**src/rtl/conv_pkg.sv**
```systemverilog
// conv_pkg -- shared constants and types for the 5x5 convolution MAC unit.
//   KW      : kernel coefficient width (signed fixed point)
//   ACC_W   : accumulator width (signed)
//   state_t : control FSM states
//   *_DEF   : default values for the top-level parameters
package conv_pkg;

  localparam int KW      = 32;
  localparam int ACC_W   = 48;
  localparam int N_DEF   = 25;
  localparam int PIX_W_DEF = 8;
  localparam int FB_DEF  = 8;

  typedef enum logic [1:0] {
    ST_IDLE = 2'd0,
    ST_ACC  = 2'd1,
    ST_DONE = 2'd2
  } state_t;

endpackage

```
**src/rtl/conv_saturate.sv**
```systemverilog
// conv_saturate -- converts a fixed-point accumulator into an output pixel.
//   acc   in  ACC_W  signed accumulator (two's complement bit pattern)
//   pixel out PIX_W  unsigned pixel, clamped to [0, 2^PIX_W-1]
// The accumulator is arithmetic-shifted right by FRACTIONAL_BITS (floor).
// Negative results clamp to 0 by default; with macro CONV_ABS_EN defined they
// are replaced by their magnitude (edge-magnitude output) before saturation.
module conv_saturate
  import conv_pkg::*;
#(
  parameter int PIX_W           = PIX_W_DEF,
  parameter int FRACTIONAL_BITS = FB_DEF
) (
  input  logic [ACC_W-1:0] acc,
  output logic [PIX_W-1:0] pixel
);

  localparam logic signed [ACC_W-1:0] MAX_V = ACC_W'((64'd1 << PIX_W) - 64'd1);

  logic signed [ACC_W-1:0] shifted;
  logic signed [ACC_W-1:0] mag;

  function automatic logic [PIX_W-1:0] clamp_pix(input logic signed [ACC_W-1:0] v);
    logic [PIX_W-1:0] r;
    if (v > MAX_V)
      r = MAX_V[PIX_W-1:0];
    else if (v < 0)
      r = '0;
    else
      r = v[PIX_W-1:0];
    return r;
  endfunction

  always_comb begin
    shifted = $signed(acc) >>> FRACTIONAL_BITS;
`ifdef CONV_ABS_EN
    // Shifted value is far from the most negative ACC_W value, so negation
    // cannot overflow.
    mag = shifted[ACC_W-1] ? -shifted : shifted;
`else
    mag = shifted;
`endif
    pixel = clamp_pix(mag);
  end

endmodule

```
**src/rtl/conv_mac_unit.sv**
```systemverilog
// conv_mac_unit -- sequential N-tap convolution MAC, one tap per clock.
//   clk        in   clock, rising edge
//   reset      in   synchronous active-high reset
//   in_window  in   N x PIX_W unsigned pixels, pixel i at [i*PIX_W +: PIX_W]
//   in_kernel  in   N x 32 signed coefficients, tap i at [i*32 +: 32]
//   in_valid   in   job presented
//   in_ready   out  high in IDLE only
//   out_pixel  out  shifted/clamped result, held until the next result
//   out_valid  out  high in DONE until out_ready
//   out_ready  in   consumer accepts out_pixel
// Optional macro CONV_ABS_EN (inside conv_saturate): negative results output
// their magnitude instead of clamping to 0.
module conv_mac_unit
  import conv_pkg::*;
#(
  parameter int N               = N_DEF,
  parameter int FRACTIONAL_BITS = FB_DEF,
  parameter int PIX_W           = PIX_W_DEF
) (
  input  logic                 clk,
  input  logic                 reset,
  input  logic [N*PIX_W-1:0]   in_window,
  input  logic [N*KW-1:0]      in_kernel,
  input  logic                 in_valid,
  output logic                 in_ready,
  output logic [PIX_W-1:0]     out_pixel,
  output logic                 out_valid,
  input  logic                 out_ready
);

  localparam int TAP_W = $clog2(N + 1);

  state_t state_q, state_d;

  logic        [PIX_W-1:0] pix_p0  [N];
  logic signed [KW-1:0]    coef_p0 [N];
  logic        [TAP_W-1:0] tap_q;
  logic signed [ACC_W-1:0] acc_p1;

  logic signed [ACC_W-1:0] pix_ext;
  logic signed [ACC_W-1:0] coef_ext;
  logic signed [ACC_W-1:0] prod;
  logic signed [ACC_W-1:0] acc_next;
  logic        [PIX_W-1:0] sat_pix;
  logic                    accept;
  logic                    last_tap;

  assign accept   = (state_q == ST_IDLE) && in_valid;
  assign last_tap = (tap_q == TAP_W'(N - 1));

  always_ff @(posedge clk) begin
    if (reset)
      state_q <= ST_IDLE;
    else
      state_q <= state_d;
  end

  always_comb begin
    state_d = state_q;
    case (state_q)
      ST_IDLE: if (in_valid)  state_d = ST_ACC;
      ST_ACC:  if (last_tap)  state_d = ST_DONE;
      ST_DONE: if (out_ready) state_d = ST_IDLE;
      default:                state_d = ST_IDLE;
    endcase
  end

  always_comb begin
    in_ready  = (state_q == ST_IDLE);
    out_valid = (state_q == ST_DONE);
  end

  // Stage p0: job capture; only these copies feed the datapath.
  always_ff @(posedge clk) begin
    if (accept) begin
      for (int i = 0; i < N; i++) begin
        pix_p0[i]  <= in_window[i*PIX_W +: PIX_W];
        coef_p0[i] <= in_kernel[i*KW +: KW];
      end
    end
  end

  // Pixel zero-extended so it stays non-negative in the signed product.
  always_comb begin
    pix_ext  = $signed(ACC_W'(pix_p0[tap_q]));
    coef_ext = ACC_W'(coef_p0[tap_q]);
    prod     = pix_ext * coef_ext;
    acc_next = acc_p1 + prod;
  end

  // The final tap's sum is scaled in the same cycle it is accumulated, so
  // out_pixel is ready as DONE is entered.
  conv_saturate #(
    .PIX_W          (PIX_W),
    .FRACTIONAL_BITS(FRACTIONAL_BITS)
  ) u_sat (
    .acc  (acc_next),
    .pixel(sat_pix)
  );

  // Stage p1: accumulation, one tap per cycle.
  always_ff @(posedge clk) begin
    if (reset) begin
      acc_p1    <= '0;
      tap_q     <= '0;
      out_pixel <= '0;
    end else begin
      case (state_q)
        ST_IDLE: begin
          if (in_valid) begin
            acc_p1 <= '0;
            tap_q  <= '0;
          end
        end
        ST_ACC: begin
          acc_p1 <= acc_next;
          tap_q  <= tap_q + 1'b1;
          if (last_tap)
            out_pixel <= sat_pix;
        end
        default: ;
      endcase
    end
  end

endmodule
```
**config.mk**
```make
export PLATFORM = sky130hd
export DESIGN_NAME = conv_mac_unit
export DESIGN_NICKNAME = d
export VERILOG_FILES = /design/src/rtl/conv_pkg.sv /design/src/rtl/conv_saturate.sv /design/src/rtl/conv_mac_unit.sv
export SDC_FILE = /design/constraint.sdc
export NUM_CORES = 2
export LEC_CHECK = 0
export BUFFER_PORTS_ARGS = -buffer_cell sky130_fd_sc_hd__buf_2
export CAP_MARGIN = 0
export CORE_AREA = 5 5 392 394
export DETAILED_ROUTE_END_ITERATION = 8
export DIE_AREA = 0 0 397 399
export SYNTH_ARGS = -nofsm -noshare
export SYNTH_HDL_FRONTEND = slang
export SYNTH_SLANG_ARGS = --single-unit
```
**constraint.sdc**
```tcl
create_clock -name clk -period 34.8 [get_ports clk]
set_input_delay 6.96 -clock clk [delete_from_list [all_inputs] [get_ports clk]]
set_output_delay 6.96 -clock clk [all_outputs]
set_load 0.05 [all_outputs]
```
# Word-level counts from Yosys, hierarchy flattened
# Memories as Yosys holds them, arrays and structs flattened. A register that Yosys moved wholly into a read port is not among the register bits.
# Cells that the tools add are included.
totals:
  regBits: 63
  mem_bits_rw: 1000
  in_bits: 1004
  out_inout_bits: 10
  word_cells: 39
  memories: 2
op_classes:
  n_addsub: 2
  n_mul: 1
  magnitude_cmp: 2
  n_eq_ne: 6
  mux: 16
  reduce_logical: 6
memory_table:
  columns: ["name", "depth", "width", "read_ports", "rd_clocked_by_memory_dff", "wr", "line", "rtl"]
  rows:
  - ["coef_p0", 25, 32, 1, 1, 25, "conv_mac_unit.sv:36", "logic signed [KW-1:0] coef_p0 [N];"]
  - ["pix_p0", 25, 8, 1, 1, 25, "conv_mac_unit.sv:35", "logic [PIX_W-1:0] pix_p0 [N];"]
op_table:
  columns: ["cell", "n"]
  rows:
  - ["$pmux W48 S2", 1]
  - ["$add A48 B41 Y48", 1]
  - ["$mux W48", 1]
  - ["$mul A9 B32 Y41", 1]
  - ["$gt A40 B9 Y1 const B", 1]
  - ["$lt A40 B1 Y1 const B", 1]
  - ["$mux W5", 5]
  - ["$mux W8", 2]
  - ["$pmux W5 S2", 1]
  - ["$mux W2", 3]
  - ["$pmux W2 S3", 1]
  - ["$add A5 B1 Y5 const B", 1]
  - ["$eq A5 B5 Y1 const B", 1]
  - ["$ne A2 B2 Y1 const B", 2]
  - ["$reduce_and A2 Y1", 2]
  - ["$reduce_and A3 Y1", 1]
  - ["$eq A2 B1 Y1 const B", 1]
  - ["$eq A2 B2 Y1 const B", 1]
  - ["$logic_not A2 Y1", 1]
  - ["$mux W1", 2]
  - ["$ne A2 B1 Y1 const B", 1]
  - ["$reduce_bool A2 Y1", 1]
  - ["$logic_and A1 B1 Y1", 1]

# Logic depth before layout (Yosys ltp)
logic_depth:
  word_depth: 5
  mapped_depth: 33
  mapped_depth_nobuf: 28

# Hierarchy
# Synthesis repeated with hierarchy kept, for this count alone.
hier_totals:
  hier_cells: 3213
  hier_area_um2: 51575.7
modules_own_cells:
  columns: ["module", "n_inst", "cells_per_inst", "area_per_inst_um2", "seq_area_each_um2"]
  rows:
  - ["conv_mac_unit", 1, 3184, 51394.3, 31390.1]
  - ["conv_saturate", 1, 29, 181.4, 0.0]

# Worst setup path after synthesis
# OpenSTA, ideal clock, no wires.
synth_timing:
  path_type: "input -> register"
  startpoint: "in in_valid"
  endpoint: "reg with a tool-made name"
  setup_ns: 0.157
  arrival_time_ns: 30.494
  t_required_ns: 34.643
  setup_slack_ns: 4.149
  stages: 5
  path_buffers: 0
  cell_sequence: "nand2_1 inv_1 nor2_1 o21ai_0 a21oi_1"
synth_lines:
  columns: ["element", "line", "rtl"]
  rows:
  - ["start, declared", "conv_mac_unit.sv:24", "input logic in_valid,"]

==> flow_metrics.env <==
export IMPL_grt_util_all_layers=0.220
export IMPL_synth_top_family_by_area="multiplexers"
export IMPL_met3_usage=0.0523
export IMPL_drt_total_wl_um=180000
export IMPL_fin_ws_ps=23490
export IMPL_via_per_inst=5.13
export IMPL_rows=142
export IMPL_vias=33300
export IMPL_drtAntennaViolNets=0
export IMPL_multiInputGateArea_um2=18500
export IMPL_reg2reg_slack_ps=23770
export IMPL_maxCapViolCount=0
export IMPL_post_cts_resized=0
export IMPL_nFillCells=13800
export IMPL_layout_drive_gt1_share=0.348
export IMPL_grt_max_degree=113
export IMPL_dp_hpwl_um=141000
export IMPL_overflow=0
export IMPL_min_delay_start="acc_p1[6]$_SDFFE_PP0P_"
export IMPL_relSlewSlack=0.209
export IMPL_synth_seq_cells=1068
export IMPL_postCtsSetupBuffers=0
export IMPL_synth_simple_area_share=0.0549
export IMPL_synth_compound_area_frac=0.0531
export IMPL_die_y_um=399
export IMPL_worstPathRequired_ps=35150
export IMPL_worst_pin_slew_ps=1190
export IMPL_maxSlewViolCount=0
export IMPL_syn_area_per_cell_um2=15.6
export IMPL_grt_first_pass_wirelength_um=247000
export IMPL_synth_xor_area_share=0.00457
export IMPL_ys_flop_type="edfxtp_1"
export IMPL_grt_met2_usage=0.369
export IMPL_yosys_area_share_adder=0.118
export IMPL_die_area_um2=158000
export IMPL_fin_nets=5670
export IMPL_io_buffers=1013
export IMPL_place_inst=6223
export IMPL_cts_root_buf="clkbuf_16"
export IMPL_synth_mux_area_frac=0.126
export IMPL_grt_antenna_before_repair=136
export IMPL_gr_max_usage_layer="met2"
export IMPL_cts_sinks=1068
export IMPL_peakVddDrop_v=0.000123
export IMPL_fp_dieW_um=397
export IMPL_core_um2=149000
export IMPL_place_ws_ps=22750
export IMPL_arrival_ps=11660
export IMPL_area_growth_synth_to_final_pct=21.7
export IMPL_yosysWarnings=0
export IMPL_tns_ps=0
export IMPL_critPathKind="in -> reg"
export IMPL_hold_path_depth=2
export IMPL_rsz0062_at_grt="false"
export IMPL_seq_area_frac_synth=0.607
export IMPL_end_kind="register"
export IMPL_cts_hold_buf=0
export IMPL_r2r_end="out_pixel[0]$_SDFFE_PP0P_"
export IMPL_drc=0
export IMPL_status="completed"
export IMPL_avgRoutedWirePerCell_um=27.6
export IMPL_path_clk_slew_ps=60
export IMPL_startpoint_type="input pin"
export IMPL_fin_crit_ps=11310
export IMPL_use_met1=0.286
export IMPL_gp_congestion=0.909
export IMPL_r2r_cells=25
export IMPL_syn_num_nets=4655
export IMPL_drt_initial_drc_count=3419
export IMPL_cts_tree="done"
export IMPL_min_path_type="reg -> reg"
export IMPL_worstHoldEndpoint="acc_p1[6]$_SDFFE_PP0P_"
export IMPL_seq_area_um2=31400
export IMPL_ioPinCount=1014
export IMPL_path_max_fanout=112
export IMPL_ys_types=81
export IMPL_cts_buffers=114
export IMPL_syn_area_um2=51700
export IMPL_first_pass_iters=6
export IMPL_htree_num_levels=3
export IMPL_power_leakage_nw=24.1
export IMPL_max_freq_mhz=88.4
export IMPL_synth_edf_count=1000
export IMPL_insertion_delay_ps=790
export IMPL_fin_cells=6499
export IMPL_synthCells=3308
export IMPL_setup_violations=0
export IMPL_grt_pass1_vias=34200
export IMPL_p_per_area_nw_per_um2=101
export IMPL_skew_ps=106
export IMPL_hold_viol_final=0
export IMPL_utilization=0.421
export IMPL_post_route_period_util=0.325
export IMPL_clock_path_buffers=3
export IMPL_initial_core_util=0.346
export IMPL_async_reset_ff_frac=0
==> kinds of logic after synthesis <==
kind of cell,count (synthesis)
flip-flops,1068
AND/OR/NAND/NOR,623
buffers and inverters,493
AO/OA/AOI/OAI,416
adder cells (fa/ha/maj),343
multiplexers,338
XOR/XNOR,27
==> synthesized netlist by cell type, types with 4 or more instances <==
master        n  area share
edfxtp_1   1000        0.58
inv_1       338       0.025
mux4_2      248        0.11
fa_1        244       0.094
nand2_1     206       0.015
nor2_1      206       0.015
a21oi_1     118       0.011
ha_1         99       0.024
clkbuf_1     96      0.0070
o21ai_0      76      0.0074
a211oi_1     73       0.011
dfxtp_1      68       0.026
mux2i_1      66       0.013
nor2b_1      51      0.0062
nand3_1      43      0.0042
buf_2        30      0.0029
buf_1        29      0.0021
mux2_2       24      0.0052
nand2b_1     21      0.0025
a31oi_1      18      0.0022
nor3_1       18      0.0017
and2_1       17      0.0021
xor2_1       16      0.0027
a21o_1       15      0.0022
nand4_1      15      0.0018
or2_2        11      0.0013
xnor2_1      11      0.0019
o21a_1       10      0.0015
a22oi_1       9      0.0013
o211ai_1      9      0.0013
o22ai_1       9      0.0011
or3_1         9      0.0011
nor4_1        7     0.00085
o31ai_1       7      0.0010
a211o_1       6      0.0010
o21ai_1       6     0.00058
o21bai_1      6     0.00087
o31a_1        6      0.0010
a311oi_1      4     0.00068
o2111ai_1     4     0.00068
==> layout make-up <==
type / count / area share
flip-flops and latches: 1068 / 0.499
multi-input cells: 1747 / 0.294
repair buffers: 1054 / 0.0860
clock buffers: 134 / 0.0468
well taps: 2016 / 0.0401
inverters: 338 / 0.0203
clock inverters: 78 / 0.0117
diodes: 64 / 0.00254
==> cell usage in the layout (no fill, tap or decap), types with 76 or more instances in the layout <==
master     netlist  final
a21oi_1        118    113
buf_2           30   1013
clkbuf_16        0    115
edfxtp_1      1000   1000
fa_1           244    244
ha_1            99     99
inv_1          338    337
mux4_2         248    248
nand2_1        206    206
nor2_1         206    205
o21ai_0         76     76
==> metrics by stage <==
stage | instance area [um2] | power, mW | hold WS, ps
after CTS | 62800 | 6.33 | 467
after floorplan | 51700 | 4.16 | 432
final | 63000 | 6.35 | 469
after detailed placement | 59100 | 5.11 | 458
after global placement | 59100 | 5.09 | 444
after global routing | 62900 | 6.80 | 484
==> report_power, final <==
group          total (mW)  internal, mW  switching [mW]
clock network        1.19         0.663           0.532
logic                3.61          1.27            2.34
registers            1.54          1.50          0.0336
total                6.35          3.44            2.91
==> worst max-delay path, stage by stage <==
cell,delay [ps]
buf_2,110
nand2_1,50
buf_4,270
inv_8,640
buf_4,820
buf_4,750
buf_4,740
buf_4,970
==> how the worst max path moves through the flow <==
stage / slack, ps / start / endpoint / cells after the start
2_1_floorplan: 4150 / in_valid / register / 5
3_3_place_gp: 22850 / in_valid / coef_p0[16][2]$_DFFE_PP_ / 8
3_5_place_dp: 22750 / in_valid / coef_p0[16][2]$_DFFE_PP_ / 8
4_1_cts: 23550 / in_valid / pix_p0[23][6]$_DFFE_PP_ / 8
5_1_grt: 22990 / register / out_pixel[2]$_SDFFE_PP0P_ / 29
6_report: 23490 / in_valid / pix_p0[19][6]$_DFFE_PP_ / 8
==> routing by layer <==
layer / vias to the layer above / share of wire / wire [um]
li1: 14400 / - / -
met4: 60 / 0.029 / 5290
met5: - / 0.0022 / 389
met2: 1461 / 0.49 / 88500
met3: 351 / 0.082 / 14800
met1: 17100 / 0.39 / 70700
==> sequential cells by signal, indices dropped and copies added, names as in the netlist, named ones only <==
| name | count |
|---|---|
| out_pixel | 8 |
| acc_p1 | 48 |
| coef_p0 | 800 |
| tap_q | 5 |
| pix_p0 | 200 |
| state_q | 2 |
Note: power is estimated with default switching activity, not from simulation.
